### src/rtl/dcache_refill_ctrl.sv
// Data-cache miss handler: optional dirty-victim writeback, then line burst fill.
// Latency: 1 + LINE_WORDS (+ LINE_WORDS if dirty) + 1 stalled cycles at zero wait; beats wait on mem_ack_i.
module dcache_refill_ctrl #(
   parameter int WIDTH      = 32,
   parameter int LINE_WORDS = 4,
   localparam int IDXW      = $clog2(LINE_WORDS)
) (
   input  logic             clk_i,
   input  logic             rst_i,
   input  logic             miss_i,
   input  logic             dirty_i,
   input  logic [WIDTH-1:0] miss_addr_i,
   input  logic [WIDTH-1:0] victim_addr_i,
   input  logic [WIDTH-1:0] victim_rdata_i,
   output logic [IDXW-1:0]  victim_idx_o,
   output logic             fill_we_o,
   output logic [IDXW-1:0]  fill_idx_o,
   output logic [WIDTH-1:0] fill_data_o,
   output logic             fill_done_o,
   output logic             stall_o,
   output logic             mem_req_o,
   output logic             mem_we_o,
   output logic [WIDTH-1:0] mem_addr_o,
   output logic [WIDTH-1:0] mem_wdata_o,
   input  logic             mem_ack_i,
   input  logic [WIDTH-1:0] mem_rdata_i
);

   typedef enum logic [1:0] {IDLE, WB, FILL, DONE} state_t;

   localparam logic [WIDTH-1:0] LINE_MASK = ~WIDTH'(LINE_WORDS * 4 - 1);

   state_t           state_q, state_d;
   logic [IDXW-1:0]  cnt_q, cnt_d;
   logic [WIDTH-1:0] fill_base_q, fill_base_d;
   logic [WIDTH-1:0] wb_base_q, wb_base_d;
   logic             last_beat;
   logic [WIDTH-1:0] beat_off;

   assign last_beat = (cnt_q == IDXW'(LINE_WORDS - 1));
   assign beat_off  = WIDTH'({cnt_q, 2'b00});

   always_ff @(posedge clk_i) begin
      if (rst_i) begin
         state_q     <= IDLE;
         cnt_q       <= '0;
         fill_base_q <= '0;
         wb_base_q   <= '0;
      end else begin
         state_q     <= state_d;
         cnt_q       <= cnt_d;
         fill_base_q <= fill_base_d;
         wb_base_q   <= wb_base_d;
      end
   end

   // Counter wraps to zero on the last beat because LINE_WORDS is a power of two.
   always_comb begin
      state_d     = state_q;
      cnt_d       = cnt_q;
      fill_base_d = fill_base_q;
      wb_base_d   = wb_base_q;
      case (state_q)
         IDLE: begin
            cnt_d = '0;
            if (miss_i) begin
               fill_base_d = miss_addr_i & LINE_MASK;
               wb_base_d   = victim_addr_i & LINE_MASK;
               state_d     = dirty_i ? WB : FILL;
            end
         end
         WB: begin
            if (mem_ack_i) begin
               cnt_d = cnt_q + IDXW'(1);
               if (last_beat) state_d = FILL;
            end
         end
         FILL: begin
            if (mem_ack_i) begin
               cnt_d = cnt_q + IDXW'(1);
               if (last_beat) state_d = DONE;
            end
         end
         DONE:    state_d = IDLE;
         default: state_d = IDLE;
      endcase
   end

   always_comb begin
      victim_idx_o = '0;
      fill_we_o    = 1'b0;
      fill_idx_o   = '0;
      fill_data_o  = '0;
      fill_done_o  = 1'b0;
      stall_o      = 1'b0;
      mem_req_o    = 1'b0;
      mem_we_o     = 1'b0;
      mem_addr_o   = '0;
      mem_wdata_o  = '0;
      case (state_q)
         IDLE: stall_o = miss_i;
         WB: begin
            stall_o      = 1'b1;
            mem_req_o    = 1'b1;
            mem_we_o     = 1'b1;
            mem_addr_o   = wb_base_q + beat_off;
            mem_wdata_o  = victim_rdata_i;
            victim_idx_o = cnt_q;
         end
         FILL: begin
            stall_o    = 1'b1;
            mem_req_o  = 1'b1;
            mem_addr_o = fill_base_q + beat_off;
            fill_idx_o = cnt_q;
            if (mem_ack_i) begin
               fill_we_o   = 1'b1;
               fill_data_o = mem_rdata_i;
            end
         end
         DONE: begin
            stall_o     = 1'b1;
            fill_done_o = 1'b1;
         end
         default: stall_o = 1'b0;
      endcase
   end

endmodule
### config.mk
export PLATFORM = sky130hd
export DESIGN_NAME = dcache_refill_ctrl
export DESIGN_NICKNAME = d
export VERILOG_FILES = /design/src/rtl/dcache_refill_ctrl.sv
export SDC_FILE = /design/constraint.sdc
export NUM_CORES = 1
export LEC_CHECK = 0
export BUFFER_PORTS_ARGS = -buffer_cell sky130_fd_sc_hd__buf_4
export CORE_MARGIN = 3
export CORE_UTILIZATION = 37
export CTS_CLUSTER_SIZE = 20
export DETAILED_ROUTE_END_ITERATION = 8
export PLACE_DENSITY_LB_ADDON = 0.25
export SLEW_MARGIN = 5
export SYNTH_ARGS = -nofsm -noshare
export SYNTH_HDL_FRONTEND = slang
export SYNTH_SLANG_ARGS = --single-unit
export TNS_END_PERCENT = 100
### constraint.sdc
create_clock -name clk_i -period 1.6 [get_ports clk_i]
set_input_delay 0.16 -clock clk_i [delete_from_list [all_inputs] [get_ports clk_i]]
set_output_delay 0.16 -clock clk_i [all_outputs]
set_load 0.05 [all_outputs]
* Word level (Yosys, flattened, before mapping)
Cells that the tools add are included.
Storage, ports and cells: logic and storage cells 45, output and inout bits 105, register bits after elaboration 60
Operators by class: add/subtract/negate cells 3, multiplexer cells 21, equality and inequality tests 10, reduce and logical (&&, ||, !) cells 7
Operators with widths (count):
- $mux W32 | 3
- $add A32 B4 Y32 | 2
- $pmux W32 S2 | 1
- $mux W2 | 9
- $ne A2 B2 Y1 const B | 5
- $pmux W2 S4 | 1
- $eq A2 B2 Y1 const B | 3
- $mux W1 | 5
- $reduce_and A5 Y1 | 1
- $pmux W2 S2 | 1
- $reduce_and A2 Y1 | 2
- $reduce_or A3 Y1 | 1
- $add A2 B1 Y2 const B | 1
- $eq A2 B1 Y1 const B | 1
- $logic_not A2 Y1 | 1
- $ne A2 B1 Y1 const B | 1
- $pmux W1 S2 | 1
- $reduce_bool A2 Y1 | 1
- $reduce_or A2 Y1 | 1

* Logic depth before layout (Yosys ltp)
word-level depth 4, depth in mapped cells 7, mapped depth without buffers 5

* Least setup slack after synthesis
Ideal clock, no wire load.
path type register -> output, from register state_q[1], to output port mem_addr_o[11], required time 1.440 ns, arrival time 2.287 ns, path slack -0.847 ns, path buffers 2, cell stages (with the launch flop) 7, cells stage by stage dfxtp_1 inv_1 ha_1 buf_2 buf_1 a22oi_1 nor2b_1
On the way: longest elaborated chain between the ends 2
RTL lines:
- start: declaration | line 33 | state_t state_q, state_d;
- start signal: assignment | line 50 | state_q <= state_d;
- $eq A2 B2 Y1 / $eq A2 B1 Y1 (equally long branches) | line 100 | case (state_q)
- $pmux W32 S2 (*) | line 100
- end: declaration | line 23 | output logic [WIDTH-1:0] mem_addr_o,
Mark *: on every way between the ends. The rest lies on a longest branch, timed or not.

* Worst setup path after layout
from register state_q[0], to output port mem_addr_o[2]
The elaborated chain is that of the path after synthesis.

==> results_dict.tcl <==
set metrics [dict create \
    ys_seq_area_frac 0.372 \
    hold_start "victim_addr_i[9]" \
    critPathTopFamily "flip-flops" \
    fin_nets 800 \
    overflow 0 \
    dieHeight_um 99.4 \
    core_mm2 0.00834 \
    sequentialPowerShare 0.222 \
    min_period_over_period 1.12 \
    gp_congestion 0.710 \
    cp_slowest_cell "dfxtp_4" \
    num_rows 33 \
    finalWirelength_um 13300 \
    rsz0062_at_grt "yes" \
    cp-endpoint "mem_addr_o[2]" \
    cts_buffers 9 \
    p_per_area_mw_per_mm2 1350 \
    post-route-drc-count 0 \
    cts_tree "yes" \
    die_area_mm2 0.00988 \
    critical_path_class "flip-flop to primary output" \
    skew_ns 0.0106 \
    crit_arrival_ns 1.63 \
    clock.fmax_mhz 558 \
    leakage_nw 2.91 \
    worst_hold_slack_ns 0.0658 \
    ant_nets 0 \
    dp_hpwl_um 8570 \
    cp_max_fo 7 \
    htreeDepth 3 \
    outcome "finished, violations left" \
    maxCapViolations 0 \
    peakVddDrop_mv 0.836 \
    grt_max_degree 49 \
    clk-insertion-delay-late_ns 0.34 \
    crit_buf_inv 3 \
    cts_buffer_depth 2 \
    p_comb_frac 0.608 \
    place_inst 744 \
    start_util 0.387 \
    p_sw_frac 0.415 \
    critPathLaunchType "flip-flop" \
    synth_area_mm2 0.00323 \
    io_buffers 227 \
    root_buffer "clkbuf_8" \
    rr_startpoint "state_q[1]" \
    rrSetupSlack_ns 0.01 \
    dr_total_vias 3887 \
    crit_required_ns 1.44 \
    syn_area_per_cell_um2 7.44 \
    ys_warn_count 0 \
    layout.cells.non_filler 770 \
    first_pass_iters 5 \
    setup.worst_path.start "state_q[0]" \
    die_x_um 99.4 \
    fin_ws_ns -0.191 \
    grt_pass1_vias 3972 \
    crit_cells 6 \
    grt_first_pass_wirelength_um 20000 \
    syn2layout_area_growth_pct 103 \
    hold_class "primary input to flip-flop" \
    period_needed_ns 1.79 \
    slew_viol_final 0 \
    vias_per_cell 5.05 \
    r2r_cells 5 \
    fin_util 0.785 \
    max_stage_delay_ns 0.39 \
    pwr-share-clk 0.170 \
    cts.sinks 60 \
    grtUsageTotal 0.254 \
    worstPathCellList "inv_6 > ha_4 > buf_4 > o21ai_4 > nor2_4 > buf_6" \
    rr_endpoint "state_q[0]" \
    drive_gt1_frac 0.577 \
    hold_viol_final 0 \
    violations "setup timing" \
    antenna_found_initial 0 \
    p_sw_mw 3.68 \
    drt_iter0_drc 117 \
    cts_hold_buf 0 \
    clk_pin_slew_ns 0.07 \
    setup_violations 99 \
    synth.distinct_cells 26 \
    p_int_mw 5.19 \
    ys_seq_elements 60 \
    wire_per_inst_um 17.3 \
    antenna_cells 0 \
    syn_inst 434 \
    num_io_pins 238 \
    cp-end-kind "primary output" \
]
-- cells by family (layout without fill, tap and decap cells) --
family                   Yosys count  in the layout  synth area share
other                              1              2           0.00116
adder cells (fa/ha/maj)            7              7            0.0271
multiplexers                       2              2           0.00620
flip-flops                        60             60             0.372
AO/OA/AOI/OAI                     93             93             0.177
AND/OR/NAND/NOR                  222            222             0.339
buffers and inverters             49            279            0.0771
-- metal layers --
layer | vias up | global-route usage | part of all wire
li1 | 1879 | - | -
met1 | 1846 | 0.276 | 0.36
met2 | 138 | 0.486 | 0.56
met3 | 24 | 0.0484 | 0.060
met4 | 0 | 0.0872 | 0.017
met5 | - | 0 | 0
-- stage by stage --
step,power [mW],setup WS [ns],TNS [ns],instance area (um^2)
finish,8.87,-0.191,-11.05,6550
global route,9.26,-0.229,-19.73,6550
CTS,8.74,-0.202,-12.50,6480
detailed placement,6.26,-0.0196,-0.0504,5420
global placement,6.18,0.00529,0,5420
floorplan,5.03,0.000540,0,3600
-- tightest hold or removal path: cells and delay by family --
| kind | cells | cell delay [ns] |
|---|---|---|
| buf+inv | 1 | 0.11 |
| compound gates | 1 | 0.05 |
| simple gates | 1 | 0.04 |
-- power by group through the flow --
stage | clock network, mW | registers (mW) | logic [mW]
CTS | 1.54 | 1.96 | 5.24
detailed placement | 0 | 1.95 | 4.31
floorplan | 0 | 1.91 | 3.11
global placement | 0 | 1.93 | 4.25
global route | 1.60 | 2.00 | 5.66
finish | 1.51 | 1.97 | 5.39
-- registers in the layout, summed over array words and instances (netlist names) --
name / cells
wb_base_q: 28
cnt_q: 2
state_q: 2
fill_base_q: 28
-- Yosys cell counts --
cell | n | area [um^2]
nor2b_4 | 1 | 13.8
and3_1 | 32 | 200
mux2i_1 | 2 | 20.0
clkbuf_1 | 22 | 82.6
a2111oi_4 | 1 | 27.5
buf_6 | 6 | 67.6
or3_1 | 1 | 6.26
ha_1 | 7 | 87.6
a21boi_1 | 1 | 7.51
conb_1 | 1 | 3.75
nand2_1 | 116 | 435
nor2_1 | 4 | 15.0
buf_4 | 2 | 15.0
inv_1 | 7 | 26.3
nor2b_1 | 29 | 181
buf_2 | 10 | 50.1
a21oi_1 | 58 | 290
o221a_1 | 1 | 11.3
dfxtp_1 | 60 | 1200
and2_1 | 38 | 238
o21ai_0 | 2 | 10.0
a32oi_1 | 1 | 8.76
nand3_1 | 1 | 5.00
buf_1 | 2 | 7.51
a31oi_1 | 1 | 6.26
a22oi_1 | 28 | 210
-- cells in the final DEF (no fill, tap or decap), types with 2 or more instances in the layout --
cell | netlist | final
and2_2 | 0 | 3
and3_2 | 0 | 2
conb_1 | 1 | 2
and2_4 | 0 | 33
a22oi_2 | 0 | 27
and3_4 | 0 | 2
buf_4 | 2 | 137
and3_1 | 32 | 28
dfxtp_4 | 0 | 2
buf_12 | 0 | 9
mux2i_1 | 2 | 2
clkinv_4 | 0 | 2
inv_6 | 0 | 2
nor2b_4 | 1 | 29
nor2_4 | 0 | 2
clkbuf_8 | 0 | 9
buf_6 | 6 | 63
buf_8 | 0 | 45
bufinv_16 | 0 | 2
dfxtp_1 | 60 | 58
a21oi_1 | 58 | 58
ha_4 | 0 | 3
inv_1 | 7 | 5
nor2_1 | 4 | 2
and2_1 | 38 | 2
nand2_1 | 116 | 115
ha_1 | 7 | 3
-- worst min-delay path by stage --
stage / end / slack [ns] / cells after the start
after CTS: fill_base_q[24] / 0.05 / 3
final: wb_base_q[9] / 0.07 / 3
after global routing: wb_base_q[19] / 0.06 / 3
after floorplan: fill_base_q[10] / 0.30 / 2
after global placement: fill_base_q[6] / 0.41 / 3
after detailed placement: fill_base_q[25] / 0.42 / 3
-- repair_timing --
| action | 4_1_cts | 5_1_grt |
|---|---|---|
| hold endpoints to repair | 0 | 0 |
| setup endpoints to repair | 106 | 151 |
| resized for setup | 181 | 20 |
| setup buffers | 8 | 1 |
| pin swaps | 4 | 5 |
| gates cloned | 2 | 1 |
-- final cells by class --
cell class,instances,area (um^2)
timing repair buffer,256,2650
multi-input combinational,326,2310
tap,105,131
fill,536,1790
inverter,7,33.8
clock buffer,9,124
sequential,60,1210
clock inverter,7,98.8
Power figures use the tool's default switching activity.
